## src/rtl/id_ex_operand_stage_if.sv

```systemverilog
`default_nettype none
// ============================================================================
//  Module      : id_ex_operand_stage_if
//  Description : Bundle connecting the ID stage, hazard unit and MEM/WB
//                bypass sources to the ID/EX operand stage, plus the operand
//                set presented to the EX stage.
//  Revision    : 1.0 - initial release
// ============================================================================
interface id_ex_operand_stage_if #(
    parameter int DW  = 32,
    parameter int RW  = 5,
    parameter int OPW = 4
);
    // hazard unit
    logic           stall;
    logic           flush;

    // decoded instruction from ID
    logic           id_valid;
    logic [DW-1:0]  id_pc;
    logic [RW-1:0]  id_rs;
    logic [RW-1:0]  id_rt;
    logic [DW-1:0]  id_rs_data;
    logic [DW-1:0]  id_rt_data;
    logic [RW-1:0]  id_dest;
    logic [15:0]    id_imm16;
    logic [4:0]     id_shamt;
    logic [OPW-1:0] id_aluop;
    logic [1:0]     id_alusrc;
    logic           id_shift;
    logic           id_regwen;
    logic           id_memread;
    logic           id_memwrite;

    // bypass sources
    logic           mem_regwen;
    logic [RW-1:0]  mem_dest;
    logic [DW-1:0]  mem_result;
    logic           wb_regwen;
    logic [RW-1:0]  wb_dest;
    logic [DW-1:0]  wb_data;

    // EX-stage operand set
    logic           ex_valid;
    logic [DW-1:0]  ex_portA;
    logic [DW-1:0]  ex_portB;
    logic [OPW-1:0] ex_aluop;
    logic [DW-1:0]  ex_store_data;
    logic [RW-1:0]  ex_dest;
    logic           ex_regwen;
    logic           ex_memread;
    logic           ex_memwrite;
    logic [DW-1:0]  ex_pc;

    // Pipeline/hazard side: drives ID fields and bypass sources, observes EX
    modport master (
        output stall, flush,
        output id_valid, id_pc, id_rs, id_rt, id_rs_data, id_rt_data, id_dest,
        output id_imm16, id_shamt, id_aluop, id_alusrc, id_shift,
        output id_regwen, id_memread, id_memwrite,
        output mem_regwen, mem_dest, mem_result,
        output wb_regwen, wb_dest, wb_data,
        input  ex_valid, ex_portA, ex_portB, ex_aluop, ex_store_data,
        input  ex_dest, ex_regwen, ex_memread, ex_memwrite, ex_pc
    );

    // Operand stage side
    modport slave (
        input  stall, flush,
        input  id_valid, id_pc, id_rs, id_rt, id_rs_data, id_rt_data, id_dest,
        input  id_imm16, id_shamt, id_aluop, id_alusrc, id_shift,
        input  id_regwen, id_memread, id_memwrite,
        input  mem_regwen, mem_dest, mem_result,
        input  wb_regwen, wb_dest, wb_data,
        output ex_valid, ex_portA, ex_portB, ex_aluop, ex_store_data,
        output ex_dest, ex_regwen, ex_memread, ex_memwrite, ex_pc
    );
endinterface
`default_nettype wire

```

## src/rtl/id_ex_operand_stage.sv

```systemverilog
`default_nettype none
// ============================================================================
//  Module      : id_ex_operand_stage
//  Description : ID/EX pipeline register feeding the ALU. Latches decoded
//                fields, resolves MEM/WB forwarding on the latched sources,
//                extends the immediate and selects the final ALU operands.
//                Stall holds the stage (refreshing sources retiring from WB),
//                flush inserts a bubble.
//  Revision    : 1.0 - initial release
// ============================================================================
module id_ex_operand_stage #(
    parameter int DW  = 32,
    parameter int RW  = 5,
    parameter int OPW = 4
) (
    input  wire logic             CLK,
    input  wire logic             nRST,
    id_ex_operand_stage_if.slave  bus
);

    // operand-B source encodings
    localparam logic [1:0]    c_SRC_RT   = 2'b00;
    localparam logic [1:0]    c_SRC_SEXT = 2'b01;
    localparam logic [1:0]    c_SRC_ZEXT = 2'b10;
    localparam logic [1:0]    c_SRC_LUI  = 2'b11;
    localparam logic [RW-1:0] c_REG_ZERO = '0;

    // latched EX-stage state
    logic           r_valid;
    logic [DW-1:0]  r_pc;
    logic [RW-1:0]  r_rs;
    logic [RW-1:0]  r_rt;
    logic [DW-1:0]  r_rs_data;
    logic [DW-1:0]  r_rt_data;
    logic [RW-1:0]  r_dest;
    logic [15:0]    r_imm16;
    logic [4:0]     r_shamt;
    logic [OPW-1:0] r_aluop;
    logic [1:0]     r_alusrc;
    logic           r_shift;
    logic           r_regwen;
    logic           r_memread;
    logic           r_memwrite;

    // bypass match terms; $0 never matches
    logic           w_mem_hit_rs;
    logic           w_mem_hit_rt;
    logic           w_wb_hit_rs;
    logic           w_wb_hit_rt;
    logic [DW-1:0]  w_fwd_rs;
    logic [DW-1:0]  w_fwd_rt;
    logic [DW-1:0]  w_imm_ext;
    logic [DW-1:0]  w_portA;
    logic [DW-1:0]  w_portB;

    assign w_mem_hit_rs = bus.mem_regwen && (bus.mem_dest != c_REG_ZERO) && (bus.mem_dest == r_rs);
    assign w_mem_hit_rt = bus.mem_regwen && (bus.mem_dest != c_REG_ZERO) && (bus.mem_dest == r_rt);
    assign w_wb_hit_rs  = bus.wb_regwen  && (bus.wb_dest  != c_REG_ZERO) && (bus.wb_dest  == r_rs);
    assign w_wb_hit_rt  = bus.wb_regwen  && (bus.wb_dest  != c_REG_ZERO) && (bus.wb_dest  == r_rt);

    // Pipeline register: reset > flush > stall (hold with WB refresh) > capture
    always_ff @(posedge CLK) begin
        if (!nRST) begin
            r_valid    <= 1'b0;
            r_pc       <= '0;
            r_rs       <= '0;
            r_rt       <= '0;
            r_rs_data  <= '0;
            r_rt_data  <= '0;
            r_dest     <= '0;
            r_imm16    <= '0;
            r_shamt    <= '0;
            r_aluop    <= '0;
            r_alusrc   <= '0;
            r_shift    <= 1'b0;
            r_regwen   <= 1'b0;
            r_memread  <= 1'b0;
            r_memwrite <= 1'b0;
        end else if (bus.flush) begin
            // bubble: data fields are left as-is, only validity and side effects die
            r_valid    <= 1'b0;
            r_regwen   <= 1'b0;
            r_memread  <= 1'b0;
            r_memwrite <= 1'b0;
        end else if (bus.stall) begin
            // a WB write retiring now would otherwise be gone when the stall lifts
            if (w_wb_hit_rs) begin
                r_rs_data <= bus.wb_data;
            end
            if (w_wb_hit_rt) begin
                r_rt_data <= bus.wb_data;
            end
        end else begin
            r_valid    <= bus.id_valid;
            r_pc       <= bus.id_pc;
            r_rs       <= bus.id_rs;
            r_rt       <= bus.id_rt;
            r_rs_data  <= bus.id_rs_data;
            r_rt_data  <= bus.id_rt_data;
            r_dest     <= bus.id_dest;
            r_imm16    <= bus.id_imm16;
            r_shamt    <= bus.id_shamt;
            r_aluop    <= bus.id_aluop;
            r_alusrc   <= bus.id_alusrc;
            r_shift    <= bus.id_shift;
            r_regwen   <= bus.id_regwen;
            r_memread  <= bus.id_memread;
            r_memwrite <= bus.id_memwrite;
        end
    end

    // Forwarding mux: MEM is younger than WB, so it wins
    always_comb begin
        w_fwd_rs = r_rs_data;
        w_fwd_rt = r_rt_data;
        if (w_mem_hit_rs) begin
            w_fwd_rs = bus.mem_result;
        end else if (w_wb_hit_rs) begin
            w_fwd_rs = bus.wb_data;
        end
        if (w_mem_hit_rt) begin
            w_fwd_rt = bus.mem_result;
        end else if (w_wb_hit_rt) begin
            w_fwd_rt = bus.wb_data;
        end
    end

    // Immediate extension selected by alusrc
    always_comb begin
        w_imm_ext = '0;
        case (r_alusrc)
            c_SRC_SEXT: w_imm_ext = {{(DW-16){r_imm16[15]}}, r_imm16};
            c_SRC_ZEXT: w_imm_ext = {{(DW-16){1'b0}}, r_imm16};
            c_SRC_LUI:  w_imm_ext = {r_imm16, {(DW-16){1'b0}}};
            default:    w_imm_ext = '0;
        endcase
    end

    // Operand select: shifts take rt as the value and shamt as the distance
    always_comb begin
        w_portA = w_fwd_rs;
        w_portB = w_fwd_rt;
        if (r_shift) begin
            w_portA = w_fwd_rt;
            w_portB = {{(DW-5){1'b0}}, r_shamt};
        end else if (r_alusrc != c_SRC_RT) begin
            w_portB = w_imm_ext;
        end
    end

    assign bus.ex_valid      = r_valid;
    assign bus.ex_portA      = w_portA;
    assign bus.ex_portB      = w_portB;
    assign bus.ex_aluop      = r_aluop;
    assign bus.ex_store_data = w_fwd_rt;
    assign bus.ex_dest       = r_dest;
    assign bus.ex_pc         = r_pc;
    // side-effecting controls are suppressed for bubbles
    assign bus.ex_regwen     = r_valid & r_regwen;
    assign bus.ex_memread    = r_valid & r_memread;
    assign bus.ex_memwrite   = r_valid & r_memwrite;

endmodule
`default_nettype wire

```

## src/flat_wrapper.sv

```systemverilog
// flat-port wrapper written by rule: the top's interface ports become plain ports
module id_ex_operand_stage_flat 
#(
    parameter int DW  = 32,
    parameter int RW  = 5,
    parameter int OPW = 4
)
  (CLK, nRST, bus_stall, bus_flush, bus_id_valid, bus_id_pc, bus_id_rs, bus_id_rt, bus_id_rs_data, bus_id_rt_data, bus_id_dest, bus_id_imm16, bus_id_shamt, bus_id_aluop, bus_id_alusrc, bus_id_shift, bus_id_regwen, bus_id_memread, bus_id_memwrite, bus_mem_regwen, bus_mem_dest, bus_mem_result, bus_wb_regwen, bus_wb_dest, bus_wb_data, bus_ex_valid, bus_ex_portA, bus_ex_portB, bus_ex_aluop, bus_ex_store_data, bus_ex_dest, bus_ex_regwen, bus_ex_memread, bus_ex_memwrite, bus_ex_pc);
  id_ex_operand_stage_if #(.DW(DW), .RW(RW), .OPW(OPW)) bus_i ();
  input  wire logic CLK;
  input  wire logic nRST;
  input wire logic [$bits(bus_i.stall)-1:0] bus_stall;
  input wire logic [$bits(bus_i.flush)-1:0] bus_flush;
  input wire logic [$bits(bus_i.id_valid)-1:0] bus_id_valid;
  input wire logic [$bits(bus_i.id_pc)-1:0] bus_id_pc;
  input wire logic [$bits(bus_i.id_rs)-1:0] bus_id_rs;
  input wire logic [$bits(bus_i.id_rt)-1:0] bus_id_rt;
  input wire logic [$bits(bus_i.id_rs_data)-1:0] bus_id_rs_data;
  input wire logic [$bits(bus_i.id_rt_data)-1:0] bus_id_rt_data;
  input wire logic [$bits(bus_i.id_dest)-1:0] bus_id_dest;
  input wire logic [$bits(bus_i.id_imm16)-1:0] bus_id_imm16;
  input wire logic [$bits(bus_i.id_shamt)-1:0] bus_id_shamt;
  input wire logic [$bits(bus_i.id_aluop)-1:0] bus_id_aluop;
  input wire logic [$bits(bus_i.id_alusrc)-1:0] bus_id_alusrc;
  input wire logic [$bits(bus_i.id_shift)-1:0] bus_id_shift;
  input wire logic [$bits(bus_i.id_regwen)-1:0] bus_id_regwen;
  input wire logic [$bits(bus_i.id_memread)-1:0] bus_id_memread;
  input wire logic [$bits(bus_i.id_memwrite)-1:0] bus_id_memwrite;
  input wire logic [$bits(bus_i.mem_regwen)-1:0] bus_mem_regwen;
  input wire logic [$bits(bus_i.mem_dest)-1:0] bus_mem_dest;
  input wire logic [$bits(bus_i.mem_result)-1:0] bus_mem_result;
  input wire logic [$bits(bus_i.wb_regwen)-1:0] bus_wb_regwen;
  input wire logic [$bits(bus_i.wb_dest)-1:0] bus_wb_dest;
  input wire logic [$bits(bus_i.wb_data)-1:0] bus_wb_data;
  output wire logic [$bits(bus_i.ex_valid)-1:0] bus_ex_valid;
  output wire logic [$bits(bus_i.ex_portA)-1:0] bus_ex_portA;
  output wire logic [$bits(bus_i.ex_portB)-1:0] bus_ex_portB;
  output wire logic [$bits(bus_i.ex_aluop)-1:0] bus_ex_aluop;
  output wire logic [$bits(bus_i.ex_store_data)-1:0] bus_ex_store_data;
  output wire logic [$bits(bus_i.ex_dest)-1:0] bus_ex_dest;
  output wire logic [$bits(bus_i.ex_regwen)-1:0] bus_ex_regwen;
  output wire logic [$bits(bus_i.ex_memread)-1:0] bus_ex_memread;
  output wire logic [$bits(bus_i.ex_memwrite)-1:0] bus_ex_memwrite;
  output wire logic [$bits(bus_i.ex_pc)-1:0] bus_ex_pc;
  assign bus_i.stall = bus_stall;
  assign bus_i.flush = bus_flush;
  assign bus_i.id_valid = bus_id_valid;
  assign bus_i.id_pc = bus_id_pc;
  assign bus_i.id_rs = bus_id_rs;
  assign bus_i.id_rt = bus_id_rt;
  assign bus_i.id_rs_data = bus_id_rs_data;
  assign bus_i.id_rt_data = bus_id_rt_data;
  assign bus_i.id_dest = bus_id_dest;
  assign bus_i.id_imm16 = bus_id_imm16;
  assign bus_i.id_shamt = bus_id_shamt;
  assign bus_i.id_aluop = bus_id_aluop;
  assign bus_i.id_alusrc = bus_id_alusrc;
  assign bus_i.id_shift = bus_id_shift;
  assign bus_i.id_regwen = bus_id_regwen;
  assign bus_i.id_memread = bus_id_memread;
  assign bus_i.id_memwrite = bus_id_memwrite;
  assign bus_i.mem_regwen = bus_mem_regwen;
  assign bus_i.mem_dest = bus_mem_dest;
  assign bus_i.mem_result = bus_mem_result;
  assign bus_i.wb_regwen = bus_wb_regwen;
  assign bus_i.wb_dest = bus_wb_dest;
  assign bus_i.wb_data = bus_wb_data;
  assign bus_ex_valid = bus_i.ex_valid;
  assign bus_ex_portA = bus_i.ex_portA;
  assign bus_ex_portB = bus_i.ex_portB;
  assign bus_ex_aluop = bus_i.ex_aluop;
  assign bus_ex_store_data = bus_i.ex_store_data;
  assign bus_ex_dest = bus_i.ex_dest;
  assign bus_ex_regwen = bus_i.ex_regwen;
  assign bus_ex_memread = bus_i.ex_memread;
  assign bus_ex_memwrite = bus_i.ex_memwrite;
  assign bus_ex_pc = bus_i.ex_pc;
  id_ex_operand_stage #(.DW(DW), .RW(RW), .OPW(OPW)) u_core (.CLK(CLK), .nRST(nRST), .bus(bus_i));
endmodule
```

## config.mk

```make
export PLATFORM = sky130hd
export DESIGN_NAME = id_ex_operand_stage_flat
export DESIGN_NICKNAME = d
export VERILOG_FILES = /design/src/rtl/id_ex_operand_stage_if.sv /design/src/rtl/id_ex_operand_stage.sv /design/src/flat_wrapper.sv
export SDC_FILE = /design/constraint.sdc
export NUM_CORES = 1
export LEC_CHECK = 0
export ABC_AREA = 1
export BUFFER_PORTS_ARGS = -buffer_cell sky130_fd_sc_hd__clkbuf_2
export CORE_AREA = 2 2 143 145
export CTS_CLUSTER_SIZE = 14
export DETAILED_ROUTE_END_ITERATION = 12
export DIE_AREA = 0 0 145 147
export PLACE_DENSITY = 0.73
export RECOVER_POWER = 50
export SYNTH_ARGS = -nofsm -noshare
export SYNTH_HDL_FRONTEND = slang
export SYNTH_SLANG_ARGS = --single-unit
```

## constraint.sdc

```tcl
create_clock -name CLK -period 3.65 [get_ports CLK]
set_input_delay 0.73 -clock CLK [delete_from_list [all_inputs] [get_ports CLK]]
set_output_delay 0.73 -clock CLK [all_outputs]
set_load 0.01 [all_outputs]
```

==> metrics.yaml, run 1 <==
row_count: 52
cp-start-kind: "input port"
end_kind: "primary output"
grt.overflow.total: 0
cp.depth: 11
worstPathRequired_ps: 2920
num_vias: 10920
grt_max_degree: 111
final_nets: 1955
relSlewSlack_pct: -41.01
tightestPinTransition_ps: 2115
p_total_mw: 4.719
synth_edf_count: 0
wl_mm: 37.23
clk_latency_ps: 430
status: "finished, violations left"
ios: 364
htreeDepth: 4
cts.sinks: 143
ir_drop_mv: 0.3284
synth_ff_type: "dfxtp_1"
syn-num-nets: 1644
dieArea_mm2: 0.02132
hold_viol_final: 0
grt_pass1_vias: 10290
tns_ps: 0
cts_hold_buf: 0
avgViaCountPerCell: 5.416
core_area_mm2: 0.01984
antenna_found_initial: 3
synth.cell_area_mm2: 0.008635
async_reset_ff_share_pct: 0
rsz0062_at_grt: "false"
die_h_um: 147
wire_per_inst_um: 18.46
initial_core_util_pct: 43.51
synthToLayoutAreaGrowth_pct: 28.91
fin_cells: 2017
max_freq_mhz: 296.8
drtIter0Drc: 1047
p_per_area_mw_per_mm2: 424.0
critPathKind: "input port to primary output"
yosysSeqAreaShare_pct: 33.15
fin_skew_ps: 13.68
cp.arrival_ps: 2640
violations: "capacitance limit, slew limit"
dr.pass1.iters: 5
grt_pass1_wl_mm: 57.30
synth_cells: 1421
avgSynthCellArea_um2: 6.076
dp_hpwl_mm: 27.85
post-cts-setup-buffers: 0
cts_tree: "built"
path_common_cell: "nand2_1"
critPathMaxStageDelay_ps: 520
dp_cells: 1983
finalWeightedCongestion: 0.9755
synth-seq-cells: 143
slew_viol_final: 111
min_path_type: "register to register"
cts-root-buf: "clkbuf_16"
yosysWarnings: 0
clockBufferDepth: 2
die_w_um: 145
worst-path-max-fanout: 32
maxCapViolations: 1
clkSlewWorstSetupHoldPaths_ps: 60
layout-drive-gt1-share_pct: 23.62
setup_viol: 0
cp_slowest_cell: "inv_2"
worstPathCellList: "clkbuf_2, xnor2_1, nand2_1, nor2_1, nand3b_1, inv_2, nand2_1, nand3_1, nand2_1, nand2_1, clkbuf_2"
antenna_left: 0
critPathTopFamily: "simple AND/OR/NAND/NOR gates"
drc: 0
track_usage_pct: 34.26
leakage_nw: 5.983
holdPathStages: 2
port_buffers: 363
cp.buffers_inverters: 3
period_share_pct: 92.31
fin_crit_ps: 3369
rr_worst_depth: 8
synth_cell_types: 30
cts_resized: 0
numCtsBuffers: 17
state kept, by name (all words and copies together), names as in the netlist:
signal,cells
u_core.bus.ex_valid,1
u_core.r_alusrc,2
u_core.r_rt,5
u_core.r_rs,5
u_core.bus.ex_aluop,4
u_core.r_memread,1
u_core.r_shift,1
u_core.r_imm16,16
u_core.r_regwen,1
u_core.r_rt_data,32
u_core.r_memwrite,1
u_core.r_shamt,5
u_core.r_rs_data,32
u_core.bus.ex_dest,5
u_core.bus.ex_pc,32
cell families (layout without fill, tap and decap cells):
kind of cell | count (synthesis) | after routing | share of synthesized area (%)
flip-flops | 143 | 143 | 33.15
XOR/XNOR | 18 | 18 | 1.826
AO/OA/AOI/OAI | 223 | 223 | 14.17
other | 0 | 3 | 0
AND/OR/NAND/NOR | 835 | 835 | 40.94
buffers and inverters | 202 | 525 | 9.911
area by class of cell:
type                    instances  area [um2]
diodes                          3       7.507
clock buffers                  18       439.2
clock inverters                13       200.2
fillers                      2107        8713
inverters                     104       390.4
multi-input cells            1076        4941
flip-flops and latches        143        2864
well taps                     270       337.8
repair buffers                390        1951
metrics by stage:
stage	setup slack (ps)	hold slack, ps	utilization (%)	area, um2
after global routing	229.3	468.1	56.08	11130
after floorplan	1055	426.2	-	8635
final	280.7	451.1	56.09	11130
after detailed placement	298.0	439.2	53.18	10550
after global placement	300.1	437.5	53.18	10550
after CTS	303.5	452.4	56.40	11190
power breakdown:
part | internal, mW | switching (mW)
clock network | 1.18 | 0.763
logic | 0.373 | 0.689
registers | 1.66 | 0.0581
synth_stat cells, types with 4 or more instances:
cell / n / area share (%)
nand2_1: 383 / 17
nor2_1: 215 / 9.3
nand3_1: 196 / 11
dfxtp_1: 143 / 33
o21ai_0: 94 / 5.4
inv_1: 90 / 3.9
a21oi_1: 82 / 4.8
clkbuf_1: 56 / 2.4
a22oi_1: 38 / 3.3
buf_2: 18 / 1.0
xor2_1: 11 / 1.1
and2_1: 10 / 0.72
buf_4: 10 / 0.87
buf_1: 9 / 0.39
inv_2: 9 / 0.39
nand2_2: 9 / 0.65
o22ai_1: 7 / 0.51
xnor2_1: 7 / 0.71
and2_4: 6 / 0.61
buf_6: 5 / 0.65
clkinv_1: 5 / 0.22
or2_2: 5 / 0.36
nand3b_1: 4 / 0.35
tightest hold or removal path: cells and delay by family, from the launching register on:
kind | cells | cell delay [ps]
simple gates | 2 | 100
flops | 1 | 310
per-layer routing:
| layer | part of all wire, % | global-route usage, % | vias to the layer above |
|---|---|---|---|
| met1 | 39 | 41.93 | 5012 |
| li1 | - | - | 5194 |
| met2 | 47 | 57.43 | 623 |
| met4 | 4.2 | 16.39 | 0 |
| met3 | 9.9 | 7.578 | 95 |
| met5 | 0 | 0 | - |
path summary, 6_finish.rpt:
kind	startpoint	end	slack, ps
min	u_core.r_rs_data[1]	u_core.r_rs_data[1]	450
min reg2reg	u_core.r_rs_data[1]	u_core.r_rs_data[1]	450
max	bus_mem_dest[0]	bus_ex_portB[0]	280
max reg2reg	u_core.r_rt[0]	u_core.r_rt_data[31]	1900
cell usage in the layout, fill, tap and decap left out, types with 4 or more instances in the layout:
cell type  count
o22ai_1        7
nor2_1       211
nand2_2        9
clkbuf_16     17
nand2_1      383
clkbuf_1      49
clkbuf_2     317
buf_4         24
o21ai_0       94
or2_2          5
xnor2_1        7
nor2_4         5
nand3_1      196
dfxtp_1      142
xor2_1        11
inv_2          8
and2_1        10
a22oi_1       38
a21oi_1       82
nand3b_1       4
inv_6          5
inv_1         91
and2_4         6
clkinv_1       5
bufinv_16      4
(Power assumes the default switching activity.)
==> inputs of run 2 (changes only) <==
==> constraint.sdc (replaced) <==
create_clock -name CLK -period 3.65 [get_ports CLK]
set_input_delay 0 -clock CLK [delete_from_list [all_inputs] [get_ports CLK]]
set_output_delay 0 -clock CLK [all_outputs]
set_load 0.01 [all_outputs]
==> metrics.yaml, run 2 (synthesis gave the netlist of run 1 again) <==
tns_ps: 0  # unchanged
fin_crit_ps: 2951  # was 3369 ps
swShare_pct: 33.82  # was 32.01%
max_freq_mhz: 338.9  # was 296.8 MHz
initial_core_util_pct: 43.51  # unchanged
synthToLayoutAreaGrowth_pct: 47.23  # was 28.91%
place_area_mm2: 0.01047  # was 0.01055 mm2
die_h_um: 147  # unchanged
slew_viol_final: 52  # was 111
htreeDepth: 4  # unchanged
p_seq_share_pct: 36.6  # was 36.4%
finalWeightedCongestion: 1.000  # was 0.9755
fin_skew_ps: 9.976  # was 13.68 ps
relSlewSlack_pct: -5.416  # was -41.01%
num_vias: 11770  # was 10.92k
grt_pass1_vias: 11360  # was 10.29k
core_area_mm2: 0.01984  # unchanged
power_frac_comb_pct: 25.8  # was 22.5%
die_w_um: 145  # unchanged
hold_viol_final: 0  # unchanged
ir_drop_mv: 0.3196  # was 0.3284 mV
maxCapViolations: 1  # unchanged
port_buffers: 363  # unchanged
dp_hpwl_mm: 27.50  # was 27.85 mm
period_share_pct: 80.84  # was 92.31%
dr.pass1.iters: 7  # was 5
dp_cells: 1972  # was 1983
rsz0062_at_grt: "false"  # unchanged
cts.sinks: 143  # unchanged
clockPowerShare_pct: 37.6  # was 41.1%
violations: "capacitance limit, slew limit"  # unchanged
cts_resized: 0  # unchanged
layout_commonest_cell: "nand2_1"  # unchanged
cp-start-kind: "register"  # was input port
grt_max_degree: 111  # unchanged
wl_mm: 40.15  # was 37.23 mm
row_count: 52  # unchanged
status: "finished, violations left"  # unchanged
p_sw_mw: 1.585  # was 1.510 mW
worstPathRequired_ps: 3650  # was 2920 ps
fin_cells: 2180  # was 2017
dieArea_mm2: 0.02132  # unchanged
hold_ws_ps: 24.61  # was 451.1 ps
cp.arrival_ps: 2950  # was 2640 ps
wire_per_inst_um: 18.42  # was 18.46 um
layout-drive-gt1-share_pct: 20.75  # was 23.62%
tightestPinTransition_ps: 1580  # was 2115 ps
numCtsBuffers: 17  # unchanged
intPower_mw: 3.102  # was 3.209 mW
end_kind: "primary output"  # unchanged
final_core_util_pct: 64.06  # was 56.09%
grt.overflow.total: 0  # unchanged
clkSlewWorstSetupHoldPaths_ps: 60  # about the same
cts-root-buf: "clkbuf_16"  # unchanged
grt_pass1_wl_mm: 61.40  # was 57.30 mm
avgViaCountPerCell: 5.397  # was 5.416
layout_common_cells: "389 x nand2_1, 317 x clkbuf_2, 211 x nor2_1, 196 x nand3_1, 174 x dlygate4sd3_1"  # was 383 x nand2_1, 317 x clkbuf_2, 211 x nor2_1, 196 x nand3_1, 142 x dfxtp_1
worst-path-max-fanout: 32  # unchanged
clk_latency_ps: 430  # about the same
antenna_found_initial: 3  # unchanged
p_per_area_mw_per_mm2: 368.7  # was 424.0 mW/mm2
ios: 364  # unchanged
drtIter0Drc: 1144  # was 1047
critPathKind: "register to primary output"  # was input port to primary output
cts_tree: "built"  # unchanged
final_nets: 2118  # was 1955
setup_viol: 0  # unchanged
drc: 0  # unchanged
track_usage_pct: 36.62  # was 34.26%
clockBufferDepth: 2  # unchanged
antenna_left: 0  # unchanged
min_path_type: "input port to register"  # was register to register
leakage_nw: 6.644  # was 5.983 nW
final_area_mm2: 0.01271  # was 0.01113 mm2
run 2: changes by cell type in the layout (fill, tap and decap cells not counted), moves of 3 or more:
cell,change
nand2_2,-6
buf_4,-10
bufinv_16,-3
dlygate4sd3_1,+174
nand2_1,+6
run 2: routing by layer:
| layer | wire (um) | up-vias | GRT usage (%) |
|---|---|---|---|
| li1 | - | 5527 | - |
| met1 | 15060 | 5348 | 43.62 |
| met2 | 18970 | 759 | 61.90 |
| met3 | 4088 | 129 | 8.230 |
| met4 | 2013 | 2 | 19.36 |
| met5 | 11 | - | 0 |
run 2: stage by stage:
stage          setup slack (ps)  total power, mW
2_1_floorplan              2198            2.315
6_report                  699.2            4.687
3_3_place_gp               1276            2.784
5_1_grt                   504.5            4.871
4_1_cts                   773.3            4.671
3_5_place_dp               1239            2.789
run 2: power by group through the flow:
| stage | clock network (mW) | registers, mW | logic, mW |
|---|---|---|---|
| final | 1.76 | 1.72 | 1.21 |
| after detailed placement | 0 | 1.75 | 1.04 |
| after CTS | 1.77 | 1.71 | 1.19 |
| after global placement | 0 | 1.74 | 1.04 |
| after floorplan | 0 | 1.75 | 0.567 |
| after global routing | 1.84 | 1.72 | 1.31 |
run 2: final timing paths:
kind	start	end	slack, ps	depth (start not counted)
worst min-delay path	bus_wb_data[31]	u_core.r_rt_data[31]	20	5
worst min register to register	u_core.r_rs_data[5]	u_core.r_rs_data[5]	460	2
worst max register to register	u_core.r_rs[1]	u_core.r_rs_data[20]	900	9
worst max-delay path	u_core.r_rt[1]	bus_ex_portB[26]	700	11
run 2: repair_timing:
item                                   in CTS  in global routing
hold buffers                              174                  0
endpoints found under the hold margin     143                  0
buffers inserted                            0                  0
run 2: worst max-delay path, cell delays in order (launching register included):
cell and delay [ps]:
dfxtp_1 330, inv_1 70, nand2_1 50, nand2_1 70, nand3_1 120, nor2_4 540
nand2_4 420, nand2_1 200, nand3_1 100, nand3_1 280, a21oi_1 140, clkbuf_2 170
run 2: cell type report:
cell class | instances | area [um2]
Clock buffer | 18 | 429.2
Clock inverter | 14 | 146.4
Timing Repair Buffer | 553 | 3613
Multi-Input combinational cell | 1076 | 4926
Fill cell | 1889 | 7132
Inverter | 104 | 390.4
Antenna cell | 2 | 5.005
Tap cell | 270 | 337.8
Sequential cell | 143 | 2864
==> inputs of run 3 (changes only) <==
- ABC_AREA: 1 -> 0
- CORE_AREA: 2 2 143 145 -> 2 2 142 144
- DIE_AREA: 0 0 145 147 -> 0 0 144 146
- PLACE_DENSITY: 0.73 -> 0.76
- clock period: 3.65 -> 2.77 ns (I/O delays scaled with it)
==> metrics.yaml, run 3 <==
status: "finished, violations left"  # unchanged
violations: "capacitance limit, slew limit"  # unchanged
grt_use_met1_pct: 42.87  # was 43.62%
grt_pass1_vias: 10450  # was 11.36k
post-synth-top-count-cell: "nor2_1"  # was nand2_1
worst-path-max-fanout: 16  # was 32
die_w_um: 144  # was 145 um
cts-root-buf: "clkbuf_16"  # unchanged
layout-drive-gt1-share_pct: 31.51  # was 20.75%
rsz0062_at_grt: "true"  # was false
cts_tree: "built"  # unchanged
leakage_nw: 5.414  # was 6.644 nW
avgViaCountPerCell: 5.853  # was 5.397
synth_cells: 1162  # was 1421
final_nets: 1781  # was 2118
synth_cell_types: 43  # was 30
use_met3_pct: 9.608  # was 8.230%
fin_skew_ps: 6.659  # was 9.976 ps
cp-start-kind: "register"  # unchanged
worstPathRequired_ps: 2770  # was 3650 ps
synth_commonest_cells: "169 x nor2_1, 151 x nand2_1, 143 x dfxtp_1"  # was 383 x nand2_1, 215 x nor2_1, 196 x nand3_1
drtIter0Drc: 927  # was 1144
drc: 0  # unchanged
grt_max_degree: 84  # was 111
p_per_area_mw_per_mm2: 490.8  # was 368.7 mW/mm2
htreeDepth: 4  # unchanged
ir_drop_mv: 0.4627  # was 0.3196 mV
antenna_left: 0  # unchanged
synth.cell_area_mm2: 0.009034  # was 0.008635 mm2
synth_edf_count: 0  # unchanged
layout_commonest_cell: "clkbuf_2"  # was nand2_1
antenna_found_initial: 3  # unchanged
clkSlewWorstSetupHoldPaths_ps: 70  # was 60 ps
clk_latency_ps: 420  # was 430 ps
dieArea_mm2: 0.02102  # was 0.02132 mm2
layout_common_cells: "319 x clkbuf_2, 165 x nor2_1, 151 x nand2_1, 142 x dfxtp_1, 101 x dlygate4sd3_1"  # was 389 x nand2_1, 317 x clkbuf_2, 211 x nor2_1, 196 x nand3_1, 174 x dlygate4sd3_1
maxCapViolations: 1  # unchanged
yosysWarnings: 0  # unchanged
syn-num-nets: 1385  # was 1644
die_h_um: 146  # was 147 um
dp_hpwl_mm: 26.26  # was 27.50 mm
cts.sinks: 143  # unchanged
row_count: 51  # was 52
relSlewSlack_pct: -8.321  # was -5.416%
wire_per_inst_um: 20.59  # was 18.42 um
num_vias: 10760  # was 11.77k
critPathKind: "register to primary output"  # unchanged
final_core_util_pct: 65.13  # was 64.06%
avgSynthCellArea_um2: 7.774  # was 6.076 um2
finalWeightedCongestion: 0.9581  # was 1.000
tightestPinTransition_ps: 1625  # was 1580 ps
yosysSeqAreaShare_pct: 31.69  # was 33.15%
hold_viol_final: 0  # unchanged
max_freq_mhz: 365.0
initial_core_util_pct: 46.72  # was 43.51%
clockBufferDepth: 2  # unchanged
grt.overflow.total: 0  # unchanged
min_path_type: "input port to register"  # unchanged
setup_viol: 0  # unchanged
slew_viol_final: 28  # was 52
wl_mm: 37.85  # was 40.15 mm
ys_top_cells_by_area: "dfxtp_1 32%, nor2_1 7.0%, nand2_1 6.3%"  # was dfxtp_1 33%, nand2_1 17%, nand3_1 11%
core_area_mm2: 0.01933  # was 0.01984 mm2
async_reset_ff_share_pct: 0  # unchanged
synth-seq-cells: 143  # unchanged
gr-max-usage-layer: "met2"  # unchanged
rr_worst_depth: 5  # was 9
yosys.area.top_type_share_pct: 31.69  # was 33.15%
yosysTopAreaCell: "dfxtp_1"  # unchanged
end_kind: "primary output"  # unchanged
met2_usage_pct: 55.86  # was 61.90%
holdPathStages: 4  # was 5
p_total_mw: 6.180  # was 4.687 mW
dr.pass1.iters: 5  # was 7
ios: 364  # unchanged
numCtsBuffers: 17  # unchanged
track_usage_pct: 34.61  # was 36.62%
cp.arrival_ps: 2740  # was 2950 ps
synth_ff_type: "dfxtp_1"  # unchanged
grt_pass1_wl_mm: 56.82  # was 61.40 mm
fin_crit_ps: 2740
period_share_pct: 98.92
synthToLayoutAreaGrowth_pct: 39.39  # was 47.23%
port_buffers: 363  # unchanged
-- run 3: cell count changes after synthesis, sizes merged, moves of 33 or more --
cell,before,now
nand2,394,151
nand3,197,2
a21boi,0,75
inv,99,32
o221a,0,64
o32ai,0,58
nor2,217,169
a22oi,38,0
and3,0,33
nor2b,0,33
-- run 3: final cells by class --
cell class | instances | area, um2
fill | 1632 | 6743
sequential | 143 | 2864
clock inverter | 15 | 197.7
timing repair buffer | 498 | 3062
multi-input combinational | 866 | 5587
clock buffer | 17 | 425.4
tap | 265 | 331.6
inverter | 32 | 120.1
antenna | 2 | 5.005
-- run 3: layer usage --
metal / vias up / wire, um / part of all wire, %
met1: 4990 / 14580 / 39
li1: 5001 / - / -
met5: - / 13 / 0.034
met4: 2 / 1364 / 3.6
met2: 671 / 17690 / 47
met3: 93 / 4193 / 11
-- run 3: worst paths after layout --
path                                           start              endpoint  slack (ps)
worst max-delay path                  u_core.r_rt[1]      bus_ex_portA[15]          30
worst min-delay path               bus_id_rs_data[3]   u_core.r_rs_data[3]          10
worst max register to register        u_core.r_rs[3]  u_core.r_rs_data[30]         330
worst min register to register  u_core.bus.ex_pc[21]  u_core.bus.ex_pc[21]         460
-- run 3: timing repair --
action                                  4_1_cts  5_1_grt
gates resized for setup                       2        5
pin swaps                                     0        1
setup buffers                                 0        0
hold endpoints to repair                    101        0
endpoints found under the setup margin       27       15
hold buffers                                101        0
-- run 3: metrics by stage --
step	area, um2	hold WS (ps)	setup WS, ps	cells	TNS, ps
finish	12590	14.36	29.95	1838	0
global route	12590	9.065	-49.20	1838	-188.6
CTS	12610	0.7024	2.763	1836	0
detailed placement	10970	239.4	305.9	1703	0
global placement	10970	231.3	335.8	1703	0
floorplan	9034	143.9	852.0	1162	0
-- run 3: report_power, final --
part / switching [mW] / total, mW / internal [mW] / leakage [nW]
Combinational: 0.819 / 1.47 / 0.649 / 3.93
Sequential: 0.0787 / 2.25 / 2.17 / 1.17
Clock: 1.01 / 2.46 / 1.45 / 0.305
-- run 3: cell families after synthesis --
kind of cell,synth area share [%]
compound gates,37.70
simple gates,20.55
buf+inv,7.576
flops,31.69
xor+xnor,2.036
mux,0.4432
-- run 3: critical path, stage by stage (launching register included) --
cell      delay [ps]
dfxtp_1          330
xor2_1           190
nor3_4           290
nand3_4          280
a221oi_1         820
o32ai_1          230
clkbuf_2         190
